[src/rtl/mul4_fitness_scorer.sv]
// Fitness scorer for evolved 2x2 multiplier candidates.
// Per beat, each lane compares the candidate's y3..y0 against the golden
// product of {a1,a0} x {b1,b0}; matches are accumulated over NUM_BEATS beats.

// Per-lane golden product and bitwise match against the candidate output.
module mul4_fitness_lane (
  input  logic       i_a1,
  input  logic       i_a0,
  input  logic       i_b1,
  input  logic       i_b0,
  input  logic [3:0] i_y,
  output logic [3:0] o_match
);
  logic [3:0] w_p;
  assign w_p     = {2'b00, i_a1, i_a0} * {2'b00, i_b1, i_b0};
  assign o_match = ~(i_y ^ w_p);
endmodule

module mul4_fitness_scorer #(
  parameter  int LANES     = 16,
  parameter  int NUM_BEATS = 1,
  localparam int SW        = $clog2(NUM_BEATS*LANES*4+1),
  localparam int LW        = $clog2(NUM_BEATS*LANES+1)
) (
  input  logic             clk,
  input  logic             rst_n,
  input  logic             start,
  output logic             busy,
  input  logic             in_valid,
  output logic             in_ready,
  input  logic [LANES-1:0] a1,
  input  logic [LANES-1:0] a0,
  input  logic [LANES-1:0] b1,
  input  logic [LANES-1:0] b0,
  input  logic [LANES-1:0] y3,
  input  logic [LANES-1:0] y2,
  input  logic [LANES-1:0] y1,
  input  logic [LANES-1:0] y0,
  output logic             score_valid,
  input  logic             score_ready,
  output logic [SW-1:0]    score,
  output logic [LW-1:0]    lanes_ok,
  output logic             perfect
);
  localparam int CW   = $clog2(NUM_BEATS+1);
  localparam int MAXS = NUM_BEATS*LANES*4;

  typedef enum logic [1:0] {S_IDLE, S_RUN, S_DONE} state_t;

  state_t                  r_state, w_state_nxt;
  logic [CW-1:0]           r_beats;
  logic                    r_s1_vld;
  logic [LANES-1:0][3:0]   r_match, w_match;
  logic [SW-1:0]           r_score, w_pop, w_score_nxt;
  logic [LW-1:0]           r_lanes_ok, w_lanes;
  logic                    r_perfect;
  logic                    w_accept, w_enter_run, w_last;

  genvar gi;
  generate
    for (gi = 0; gi < LANES; gi++) begin : g_lane
      mul4_fitness_lane u_lane (
        .i_a1   (a1[gi]),
        .i_a0   (a0[gi]),
        .i_b1   (b1[gi]),
        .i_b0   (b0[gi]),
        .i_y    ({y3[gi], y2[gi], y1[gi], y0[gi]}),
        .o_match(w_match[gi])
      );
    end
  endgenerate

  assign in_ready    = (r_state == S_RUN) && (r_beats < CW'(NUM_BEATS));
  assign busy        = (r_state != S_IDLE);
  assign score_valid = (r_state == S_DONE);
  assign score       = r_score;
  assign lanes_ok    = r_lanes_ok;
  assign perfect     = r_perfect;

  assign w_accept    = in_valid && in_ready;
  assign w_enter_run = (r_state == S_IDLE) && start;
  // Beats are accepted in order, so a full counter plus a valid S1 means the
  // last beat is about to be accumulated.
  assign w_last      = (r_state == S_RUN) && r_s1_vld && (r_beats == CW'(NUM_BEATS));

  // Next-state logic.
  always_comb begin
    w_state_nxt = r_state;
    case (r_state)
      S_IDLE:  if (start) w_state_nxt = S_RUN;
      S_RUN:   if (w_last) w_state_nxt = S_DONE;
      S_DONE:  if (score_ready) w_state_nxt = S_IDLE;
      default: w_state_nxt = S_IDLE;
    endcase
  end

  // State register.
  always_ff @(posedge clk or negedge rst_n) begin
    if (!rst_n) r_state <= S_IDLE;
    else        r_state <= w_state_nxt;
  end

  // Accepted-beat counter, cleared on entry to RUN.
  always_ff @(posedge clk or negedge rst_n) begin
    if (!rst_n)           r_beats <= '0;
    else if (w_enter_run) r_beats <= '0;
    else if (w_accept)    r_beats <= r_beats + 1'b1;
  end

  // S1: capture per-lane match vectors of the accepted beat.
  always_ff @(posedge clk or negedge rst_n) begin
    if (!rst_n) begin
      r_s1_vld <= 1'b0;
      r_match  <= '0;
    end else begin
      r_s1_vld <= w_accept;
      if (w_accept) r_match <= w_match;
    end
  end

  // Popcount of matching bits and count of fully correct lanes in S1.
  always_comb begin
    w_pop   = '0;
    w_lanes = '0;
    for (int i = 0; i < LANES; i++) begin
      for (int j = 0; j < 4; j++) w_pop = w_pop + SW'(r_match[i][j]);
      w_lanes = w_lanes + LW'(&r_match[i]);
    end
  end

  assign w_score_nxt = r_score + w_pop;

  // S2: accumulate; perfect tracks the updated score.
  always_ff @(posedge clk or negedge rst_n) begin
    if (!rst_n) begin
      r_score    <= '0;
      r_lanes_ok <= '0;
      r_perfect  <= 1'b0;
    end else if (w_enter_run) begin
      r_score    <= '0;
      r_lanes_ok <= '0;
      r_perfect  <= 1'b0;
    end else if (r_s1_vld) begin
      r_score    <= w_score_nxt;
      r_lanes_ok <= r_lanes_ok + w_lanes;
      r_perfect  <= (w_score_nxt == SW'(MAXS));
    end
  end
endmodule

[config.mk]
export PLATFORM = sky130hd
export DESIGN_NAME = mul4_fitness_scorer
export DESIGN_NICKNAME = d
export VERILOG_FILES = /design/src/rtl/mul4_fitness_scorer.sv
export SDC_FILE = /design/constraint.sdc
export NUM_CORES = 1
export LEC_CHECK = 0
export CORE_ASPECT_RATIO = 0.7
export CORE_MARGIN = 2
export CORE_UTILIZATION = 30
export CTS_CLUSTER_SIZE = 14
export DETAILED_ROUTE_END_ITERATION = 10
export GPL_TIMING_DRIVEN = 0
export MAX_ROUTING_LAYER = met4
export PLACE_DENSITY = 0.57
export SETUP_SLACK_MARGIN = 0.05
export SLEW_MARGIN = 30
export SYNTH_ARGS = -nofsm -noshare
export SYNTH_HDL_FRONTEND = slang
export SYNTH_SLANG_ARGS = --single-unit
[constraint.sdc]
create_clock -name clk -period 14.1 [get_ports clk]
set_input_delay 1.41 -clock clk [delete_from_list [all_inputs] [get_ports clk]]
set_output_delay 1.41 -clock clk [all_outputs]
set_load 0.005 [all_outputs]
==> run metrics <==
max-cap violation count=0; multi-input gate area in the final layout=0.004217 mm2; clock root buffer=sky130_fd_sc_hd__clkbuf_16; smallest hold slack=between 0.5 and 0.6 ns; port bufs=148; share of flip-flops with an asynchronous set or reset after synthesis=1.000; Register-to-Register Path Depth=18; DRC violation count after routing=0; hold-fix buffers at CTS=0; # setup viols final=0; register bit count reported by yosys=81; RSZ-0062 raised after global routing=no; TritonCTS clock tree=built; vias after detailed routing=4,923; Die ar.=0.02378 mm2; minimum setup slack among reg-to-reg paths=7.52 ns; CP Class=flip-flop to flip-flop; top flip-flop cell by instance count after synthesis=sky130_fd_sc_hd__dfrtp_1; Unique masters post-synth=40; combined global-route utilization of all metal layers=0.1558; most common cell in the netlist=sky130_fd_sc_hd__inv_1; capturing instance or port of the critical path=perfect; Final Hold Viols=0; yosys warns=0; most numerous cell types in the synthesized netlist=sky130_fd_sc_hd__inv_1, sky130_fd_sc_hd__nand2_1, sky130_fd_sc_hd__dfrtp_1; kind of start point of the critical path=flip-flop; reg-to-reg startpoint=r_match[16]; nets=roughly 1,100; antenna violations before repair=0; post-synthesis area per instance=9.846 um2; timing-limited maximum frequency=151.9 MHz; synthesized cell area=0.006764 mm2; relative max-transition margin=0.5757; count of inserted antenna diode cells=0; status=complete, no violations; number of flops mapped to enable cells by yosys=0; post-synth top area share=0.2997; Antenna Violating Nets Remaining=0; endpoint of the most critical register-to-register path=perfect; Worst EP required=14.39 ns; effective utilization at floorplan=0.3088; hpwl dp=14.40 mm; Routed Wire Length=~17 mm; First DRT Iteration DRCs=339; share of the yosys chip area belonging to registers=0.2997; I/O pin count=around 150; wire length of the first global-routing pass=26.90 mm; dominant cells by area after synthesis=sky130_fd_sc_hd__dfrtp_1, sky130_fd_sc_hd__fa_1, sky130_fd_sc_hd__ha_1, sky130_fd_sc_hd__xnor2_1, sky130_fd_sc_hd__inv_1; maximum number of pins on one net before global-route repair=42; final worst-path cycle share=0.4668; total nets after synthesis=around 950; H-tree lvl count=3; core box area=0.02190 mm2; arrival time at the worst endpoint=6.87 ns; worst hold path class=flip-flop to flip-flop; crit path launch=r_match[16]; final max-slew violation count=0; Post-Synthesis Cells=687; most area-hungry cell type in the Yosys netlist=sky130_fd_sc_hd__dfrtp_1; count of cells resized by post-cts repair=0; actual transition at the worst max-transition pin=0.6365 ns; Syn-to-layout area delta=32.61%; width of the die=183.5 um; Clock Sink Count=81; detailed-route wire length per cell=15.19 um; number of detailed-routing iterations run before antenna repair=5; Filler Cell Count=about 2,200; maximum fanout count along the critical path=3; flip-flop and latch area=0.002027 mm2; final worst clock skew=0.006028 ns; sum of negative setup slack=0 ns; clock tree buffer depth=2; Clock Latency Late Sink=approximately 0.35 ns; DR vias/cell=about 4.3; Die Height=129.6 um; CTS clk-pin slew, worst paths=0.06 ns; via count of the first global-routing pass=between 5,000 and 6,000; post-route minimum period=6.582 ns; Inserted Clock Buffers=9; endpoint kind of the worst setup timing path=flip-flop; RePlAce Congestion=0.8125; GR Overflow Total=0; buffers inserted during post-CTS setup optimization=0; num rows=45; share of cells above drive strength 1=0.04230
==> worst max-delay path, cell delays in order, from the launching register on <==
cell and delay, ns:
sky130_fd_sc_hd__dfrtp_1 0.41, sky130_fd_sc_hd__fa_1 0.59, sky130_fd_sc_hd__inv_1 0.07, sky130_fd_sc_hd__fa_1 0.50
sky130_fd_sc_hd__inv_1 0.05, sky130_fd_sc_hd__fa_1 0.48, sky130_fd_sc_hd__inv_1 0.06, sky130_fd_sc_hd__fa_1 0.46
sky130_fd_sc_hd__fa_1 0.57, sky130_fd_sc_hd__fa_1 0.46, sky130_fd_sc_hd__fa_1 0.55, sky130_fd_sc_hd__fa_1 0.46
sky130_fd_sc_hd__fa_1 0.43, sky130_fd_sc_hd__fa_1 0.45, sky130_fd_sc_hd__nor2b_4 0.15, sky130_fd_sc_hd__o31a_1 0.18
sky130_fd_sc_hd__a21oi_1 0.07, sky130_fd_sc_hd__nor4_1 0.37, sky130_fd_sc_hd__a31o_1 0.20
==> metal layers <==
layer / GRT usage / routed length, um / part of all wire
met2: 0.2113 / 6771 / 0.39
met1: 0.2299 / 8879 / 0.52
met4: 0.03247 / 153 / 0.0089
met5: - / 0 / 0
met3: 0.04160 / 1407 / 0.082
==> flip-flops by register name, summed over array words and instances, names as in the netlist <==
| signal | cells |
|---|---|
| r_state | 2 |
| score | 7 |
| perfect | 1 |
| r_beats | 1 |
| r_match | 64 |
| lanes_ok | 5 |
| r_s1_vld | 1 |
==> through the flow <==
stage / utilization / std cells / setup slack, ns / instance area [um2]
after floorplan: - / 687 / 8.124 / 6764
after global placement: 0.3926 / 1117 / 7.587 / 8598
after detailed placement: 0.3939 / 1118 / 7.630 / 8627
after CTS: 0.4095 / 1133 / 7.544 / 8970
after global routing: 0.4095 / 1133 / 7.352 / 8970
final: 0.4095 / 1133 / 7.518 / 8970
==> placed cells by master (no fill, tap or decap), types with 17 or more instances in the layout <==
cell type | netlist | routed
sky130_fd_sc_hd__xor2_1 | 17 | 17
sky130_fd_sc_hd__dfrtp_1 | 81 | 81
sky130_fd_sc_hd__fa_1 | 68 | 68
sky130_fd_sc_hd__xnor2_1 | 56 | 56
sky130_fd_sc_hd__nand2_1 | 82 | 82
sky130_fd_sc_hd__and2_1 | 48 | 48
sky130_fd_sc_hd__ha_1 | 60 | 60
sky130_fd_sc_hd__inv_1 | 114 | 114
sky130_fd_sc_hd__o21ai_0 | 64 | 64
sky130_fd_sc_hd__clkdlybuf4s50_1 | 0 | 147
==> worst min path at each step <==
stage,startpoint,end,slack [ns],cells past startpoint
2_1_floorplan,r_match[8],r_match[8],0.47,2
3_3_place_gp,r_match[56],r_match[56],0.51,2
3_5_place_dp,r_state[1],r_state[0],0.52,1
4_1_cts,r_state[1],r_state[0],0.53,1
5_1_grt,r_match[52],r_match[52],0.56,2
6_report,r_match[4],r_match[4],0.53,2
==> cell type report <==
cell class	instances	area share
inverter	115	0.04812
timing repair buffer	149	0.1684
clock inverter	5	0.01158
sequential	81	0.2260
tap	282	0.03934
buffer	16	0.009904
multi-input combinational	475	0.4701
clock buffer	10	0.02664
==> kinds of logic (layout without fill, tap and decap cells) <==
| group | after synthesis | after routing | share of synthesized area |
|---|---|---|---|
| AO/OA/AOI/OAI | 82 | 82 | 0.06622 |
| XOR/XNOR | 73 | 73 | 0.09452 |
| adder cells (fa/ha/maj) | 128 | 128 | 0.3122 |
| buffers and inverters | 131 | 295 | 0.07695 |
| flip-flops | 81 | 81 | 0.2997 |
| multiplexers | 10 | 10 | 0.01480 |
| AND/OR/NAND/NOR | 182 | 182 | 0.1356 |
Power is left out: the tool's default activity adds up to more than one toggle a clock period on the data nets, which glitch-free logic cannot reach.
